<file path="config.mk">
export PLATFORM = sky130hd
export DESIGN_NAME = write_back
export DESIGN_NICKNAME = d
export VERILOG_FILES = /design/src/rtl/write_back.sv
export SDC_FILE = /design/constraint.sdc
export NUM_CORES = 1
export LEC_CHECK = 0
export CAP_MARGIN = 40
export CELL_PAD_IN_SITES_DETAIL_PLACEMENT = 0
export CELL_PAD_IN_SITES_GLOBAL_PLACEMENT = 1
export CORE_UTILIZATION = 35
export DETAILED_ROUTE_END_ITERATION = 6
export GPL_ROUTABILITY_DRIVEN = 0
export PLACE_DENSITY = 0.82
export SYNTH_ARGS = -nofsm -noshare
export SYNTH_HDL_FRONTEND = slang
export SYNTH_SLANG_ARGS = --single-unit
export TNS_END_PERCENT = 20
</file>
<file path="constraint.sdc">
create_clock -name clock -period 15.6 [get_ports clock]
set_input_delay 3.9 -clock clock [delete_from_list [all_inputs] [get_ports clock]]
set_output_delay 3.9 -clock clock [all_outputs]
set_load 0.05 [all_outputs]
</file>
<file path="src/rtl/write_back.sv">
// Write-back stage: commits execute results to the register file and flags,
// and performs one- or two-word memory stores under a mem_wait handshake.
module write_back #(
  parameter int unsigned ADDRESS_STEP = 4
) (
  input  logic        clock,
  input  logic        reset,

  input  logic        in_valid,
  output logic        in_hold,
  input  logic [31:0] in_pc,
  input  logic [4:0]  in_target_register,
  input  logic [4:0]  in_address_register,
  input  logic        in_is_writing_memory,
  input  logic [3:0]  in_flags,
  input  logic [31:0] in_target_value,
  input  logic [31:0] in_upper_value,
  input  logic [31:0] in_adjustment_value,
  input  logic        in_has_upper_value,
  input  logic        in_has_flushed,

  output logic [4:0]  base_index,
  input  logic [31:0] base_value,

  output logic        reg_we,
  output logic [4:0]  reg_index,
  output logic [31:0] reg_value,
  output logic        reg2_we,
  output logic [4:0]  reg2_index,
  output logic [31:0] reg2_value,

  output logic        flags_we,
  output logic [3:0]  flags_value,

  output logic        mem_write,
  output logic [31:0] mem_address,
  output logic [31:0] mem_data,
  input  logic        mem_wait,

  output logic [31:0] retired_count
);

  typedef enum logic [1:0] {
    IDLE     = 2'd0,
    STORE_LO = 2'd1,
    STORE_HI = 2'd2
  } state_t;

  state_t      state;
  state_t      next_state;
  logic        accept;
  logic        commit;
  logic        store_done;
  logic        lo_done;
  logic        upper_pending;
  logic [31:0] upper_data;
  logic [4:0]  upper_index;

  // The PC travels with the instruction for debug only; nothing here consumes it.
  logic unused_pc;
  assign unused_pc = ^in_pc;

  assign in_hold     = (state != IDLE);
  assign mem_write   = (state != IDLE);
  assign base_index  = in_address_register;
  assign accept      = in_valid && (state == IDLE);
  assign commit      = accept && !in_has_flushed;
  assign upper_index = in_target_register + 5'd1;
  assign lo_done     = (state == STORE_LO) && !mem_wait;
  assign store_done  = (lo_done && !upper_pending) ||
                       ((state == STORE_HI) && !mem_wait);

  // NOTE: sequential state uses non-blocking assignments so every flop samples
  // pre-edge values; the combinational block below uses blocking assignments.
  always_ff @(posedge clock or posedge reset) begin
    if (reset) state <= IDLE;
    else       state <= next_state;
  end

  // NOTE: next_state gets a default before the case so no path leaves it
  // unassigned, which would otherwise infer a latch.
  always_comb begin
    next_state = state;
    unique case (state)
      IDLE:     if (commit && in_is_writing_memory) next_state = STORE_LO;
      STORE_LO: if (!mem_wait) next_state = upper_pending ? STORE_HI : IDLE;
      STORE_HI: if (!mem_wait) next_state = IDLE;
      default:  next_state = IDLE;
    endcase
  end

  // Register-file and flags ports: enables pulse for the single cycle after accept.
  always_ff @(posedge clock or posedge reset) begin
    if (reset) begin
      reg_we      <= 1'b0;
      reg_index   <= '0;
      reg_value   <= '0;
      reg2_we     <= 1'b0;
      reg2_index  <= '0;
      reg2_value  <= '0;
      flags_we    <= 1'b0;
      flags_value <= '0;
    end else begin
      reg_we   <= 1'b0;
      reg2_we  <= 1'b0;
      flags_we <= 1'b0;
      if (commit) begin
        flags_we    <= 1'b1;
        flags_value <= in_flags;
        if (!in_is_writing_memory) begin
          // Writes to r0 are dropped; the flags update still happens.
          reg_we     <= (in_target_register != 5'd0);
          reg_index  <= in_target_register;
          reg_value  <= in_target_value;
          reg2_we    <= in_has_upper_value && (upper_index != 5'd0);
          reg2_index <= upper_index;
          reg2_value <= in_upper_value;
        end
      end
    end
  end

  // Store datapath: address and data are captured at accept and held across waits.
  always_ff @(posedge clock or posedge reset) begin
    if (reset) begin
      mem_address   <= '0;
      mem_data      <= '0;
      upper_data    <= '0;
      upper_pending <= 1'b0;
    end else if (commit && in_is_writing_memory) begin
      mem_address   <= base_value + in_adjustment_value;
      mem_data      <= in_target_value;
      upper_data    <= in_upper_value;
      upper_pending <= in_has_upper_value;
    end else if (lo_done && upper_pending) begin
      mem_address   <= mem_address + 32'(ADDRESS_STEP);
      mem_data      <= upper_data;
      upper_pending <= 1'b0;
    end
  end

  always_ff @(posedge clock or posedge reset) begin
    if (reset) begin
      retired_count <= '0;
    end else if ((commit && !in_is_writing_memory) || store_done) begin
      retired_count <= retired_count + 32'd1;
    end
  end

endmodule
</file>
Yosys cells after proc, flatten, opt, wreduce, memory -nomap -nowiden. Index checks and enable logic that the tools add are counted.

Register bits: 212. Input port bits: 181. Output and inout bits: 184.

Equality and inequality tests: 5. Bitwise logic cells: 1. Multiplexer cells: 16. Add/subtract/negate cells: 4. Reductions and logical operators: 22.

Operators with widths (count): 32-bit two-way mux (4); 32-bit by 1-bit adder with 32-bit output, second input constant (1); 32-bit by 3-bit adder with 32-bit output, second input constant (1); 32-bit adder (1); 5-bit nonzero test (2); 1-bit logical AND (9); 2-bit two-way mux (4); 1-bit two-way mux (7); 2-bit case mux with 3 select lines (1); 5-bit by 1-bit adder with 5-bit output, second input constant (1); 1-bit zero test (4); 2-bit inequality test, second input constant (2); 2-bit nonzero test (2); 3-bit AND reduction (1); 2-bit by 1-bit equality test with 1-bit output, second input constant (1); 2-bit equality test, second input constant (1); 2-bit zero test (1); 1-bit logical OR (2); 2-bit by 1-bit inequality test with 1-bit output, second input constant (1); 2-bit AND reduction (1); 1-bit NOT (1).

Logic depth before layout (Yosys ltp).
Depth in word-level cells: 6. Depth in mapped cells: 10. Mapped depth without buffers: 10.

Worst setup path after synthesis. No wires, ideal clock.

Path type: input to output. From: in in_address_register[0]. To: out base_index[0]. Stages: 1. Buffers on the path: 1. Slack: 7.630 ns. Arrival: 4.070 ns. Cell sequence: buf_4.

RTL lines: start: declaration (line 13) `input logic [4:0] in_address_register,`; end: declaration (line 22) `output logic [4:0] base_index,`.

No word-level cell between the ends.

Final worst setup path.
From: in in_address_register[0]. To: out base_index[0].

No word-level cell between the ends.

==> flow_summary_export.csv <==
group,metric,value,unit
sta,max_freq,128,MHz
placed_design,detailed_place_hpwl,23800,um
die,start_util,35.6,%
route,viasPerCell,4.99,
worst_setup_path,cp.arrival,3.90,ns
finish,seq_area,5310,um^2
route,final_antenna_net_count,0,
worst_setup_path,reg2reg_setup_slack,12.41,ns
yosys,synth_xor_area_share,6.51,%
finish,multi_input_area,5250,um^2
yosys,netlist_area,10900,um^2
global_routing,grt-ovfl-total,0,
yosys,ys_seq_elements,212,
worst_setup_path,worstSetupPathType,"in2out",
worst_hold_path,hold_path_depth,2,
global_routing,track_usage,20.5,%
die,coreArea,30600,um^2
sta,period_share,50.0,%
run,drv_cap,0,
route,wl,33100,um
yosys,syn_inst,1267,
worst_setup_path,cp.required,11.70,ns
yosys,yosysSeqAreaShare,48.7,%
die,die_x,178,um
finish,syn_to_final_growth,40.1,%
sta,tns,0,ns
yosys,yosys.area_share.simple,25.0,%
power,power.leakage,6.95,nW
die,io_pins,365,
clock_tree,cts_hold_buf,0,
yosys,synth_top_area_share,48.7,%
clock_tree,clk-insertion-delay-late,0.52,ns
placed_design,dp_cells,1927,
yosys,synth_ff_type,"dfrtp_1",
yosys,synth_area_leader_cell,"dfrtp_1",
worst_setup_path,rr_startpoint,"state[0]",
outcome,status,"completed",
finish,postLayoutCellArea,15300,um^2
finish,nNetsFinal,1774,
worst_setup_path,reg2reg_to,"retired_count[31]",
worst_setup_path,critPathMaxFanout,1,
route,dr.pass1.iters,5,
clock_tree,cts_setup_buffers,0,
global_routing,antenna_found_initial,1,
global_routing,first_global_vias,9478,
sta,final_max_slew_viol_count,0,
worst_hold_path,hold_path.class,"reg2reg",
route,wl_per_cell,16.8,um
yosys,synthAdderAreaFrac,4.32,%
yosys,syn_area_per_cell,8.60,um^2
clock_tree,clockBufferDepth,3,
sta,whs,0.471,ns
clock_tree,cts_sinks,212,
sta,setup_viol,0,
yosys,synth_top_family_by_area,"simple AND/OR/NAND/NOR gates",
worst_setup_path,cp-end-kind,"output port",
placed_design,numPortBuffers,322,
clock_tree,cts_tree,"done",
sta,worst_pin_slew,0.907,ns
yosys,ys_top_cells_by_area,"dfrtp_1 (49%), nand2_1 (15%), ha_1 (4.1%)",
yosys,yosysWarnings,0,
sta,slew_headroom,39.3,%
worst_setup_path,start_kind,"primary input",
sta,period_minus_slack,7.80,ns
route,drt_iter0_drc,571,
global_routing,grt_start_max_net_pins,116,
worst_hold_path,min-delay-start,"reg_value[30]",
placed_design,post_dp_cell_area,14500,um^2
power,ir_worst_vdd,0.0000535,V
route,dr_total_vias,9816,
clock_tree,cts_resized,0,
route,drc,0,
clock_tree,htreeDepth,1,
yosys,synth_compound_area_share,11.3,%
power,power.density,149,nW/um^2
worst_hold_path,hold_end,"reg_value[30]",
yosys,synth_nets,1485,
yosys,synth_mux_area_share,0.804,%
clock_tree,clkSlewWorstSetupHoldPaths,0.06,ns
sta,rsz0062_at_grt,"false",
finish,final_cells,1968,
clock_tree,ctsRootBufferMaster,"clkbuf_16",
clock_tree,cts_made_buffers,23,
die,die_h,178,um
worst_setup_path,worst_r2r_path_depth,7,
yosys,synthArstFlopShare,100,%
die,dieArea,31800,um^2
global_routing,grt_pass1_wl,51700,um
finish,drive_above_1_share,4.39,%
yosys,synth-edff-count,0,
sta,hold_violations,0,
sta,worst_clock_skew,0.0216,ns
yosys,ys_types,63,
die,rows,64,
finish,n_fill_cell,2887,
-- cell families (layout without fill, tap and decap cells) --
logic type / count (synthesis) / in the layout
adder cells (fa/ha/maj): 37 / 37
other: 0 / 1
flip-flops: 212 / 212
XOR/XNOR: 81 / 81
multiplexers: 8 / 8
AO/OA/AOI/OAI: 196 / 196
AND/OR/NAND/NOR: 642 / 642
buffers and inverters: 91 / 395
-- worst max path at each step --
stage	start	to	slack (ns)	cells past startpoint
after floorplan	reset	flags_value[0]	5.91	1
after global placement	in_address_register[1]	base_index[1]	7.80	0
after detailed placement	in_address_register[1]	base_index[1]	7.80	0
after CTS	in_address_register[1]	base_index[1]	7.80	0
after global routing	in_address_register[4]	base_index[4]	7.80	0
final	in_address_register[0]	base_index[0]	7.80	0
-- synthesized netlist by cell type, types with 22 or more instances --
cell type / n
dfrtp_1: 212
nor2_1: 85
a31oi_1: 37
xor2_1: 30
ha_1: 36
o21ai_0: 46
inv_1: 22
a21oi_1: 46
xnor2_1: 51
clkbuf_1: 55
nand2_1: 435
nand3_1: 41
-- metal layers --
metal  part of all wire, %  track usage [%]  up-vias
li1                      -                -     4825
met1                    44             27.1     4656
met2                    47             33.8      298
met3                   7.1             4.50       37
met4                   1.8             5.47        0
met5                     0                0        -
-- per-stage QoR --
step                      setup slack [ns]  power, mW  utilization [%]
after detailed placement              7.80       1.74             47.5
final                                 7.80       2.28             49.9
after global placement                7.80       1.73             47.1
after CTS                             7.80       2.30             49.9
after global routing                  7.80       2.39             49.9
after floorplan                       5.91       1.38                -
-- power by group --
group	internal, mW	switching, mW
Clock	0.323	0.222
Combinational	0.328	0.629
Sequential	0.678	0.0965
-- placed cells by master, fill, tap and decap left out, types with 6 or more instances in the layout --
master           count
and4_1               8
o21ai_0             46
nor3_1               7
clkbuf_1             6
a21oi_1             46
and3_1              11
mux2_2               6
a31oi_1             37
xor2_1              30
a21o_1              11
inv_1               21
nand2_1            434
nand2b_1             7
clkdlybuf4s50_1    322
xnor2_1             51
nand4_1             20
clkbuf_16           23
dfrtp_1            212
buf_4                6
nor2_1              85
ha_1                36
o21a_1               7
nand3_1             41
-- state kept, by name, indices dropped and copies added (netlist names), 5 cells and up --
register / flops
reg_index: 5
reg2_value: 32
upper_data: 32
retired_count: 32
mem_address: 32
mem_data: 32
reg2_index: 5
reg_value: 32
-- cell type report --
class,instances,share of cell area [%]
diodes,1,0.0164
flip-flops and latches,212,34.8
repair buffers,333,22.1
clock buffers,33,4.28
clock inverters,7,0.607
inverters,22,0.590
well taps,396,3.25
multi-input cells,964,34.4
No activity file was read; power rests on OpenSTA's default activity.
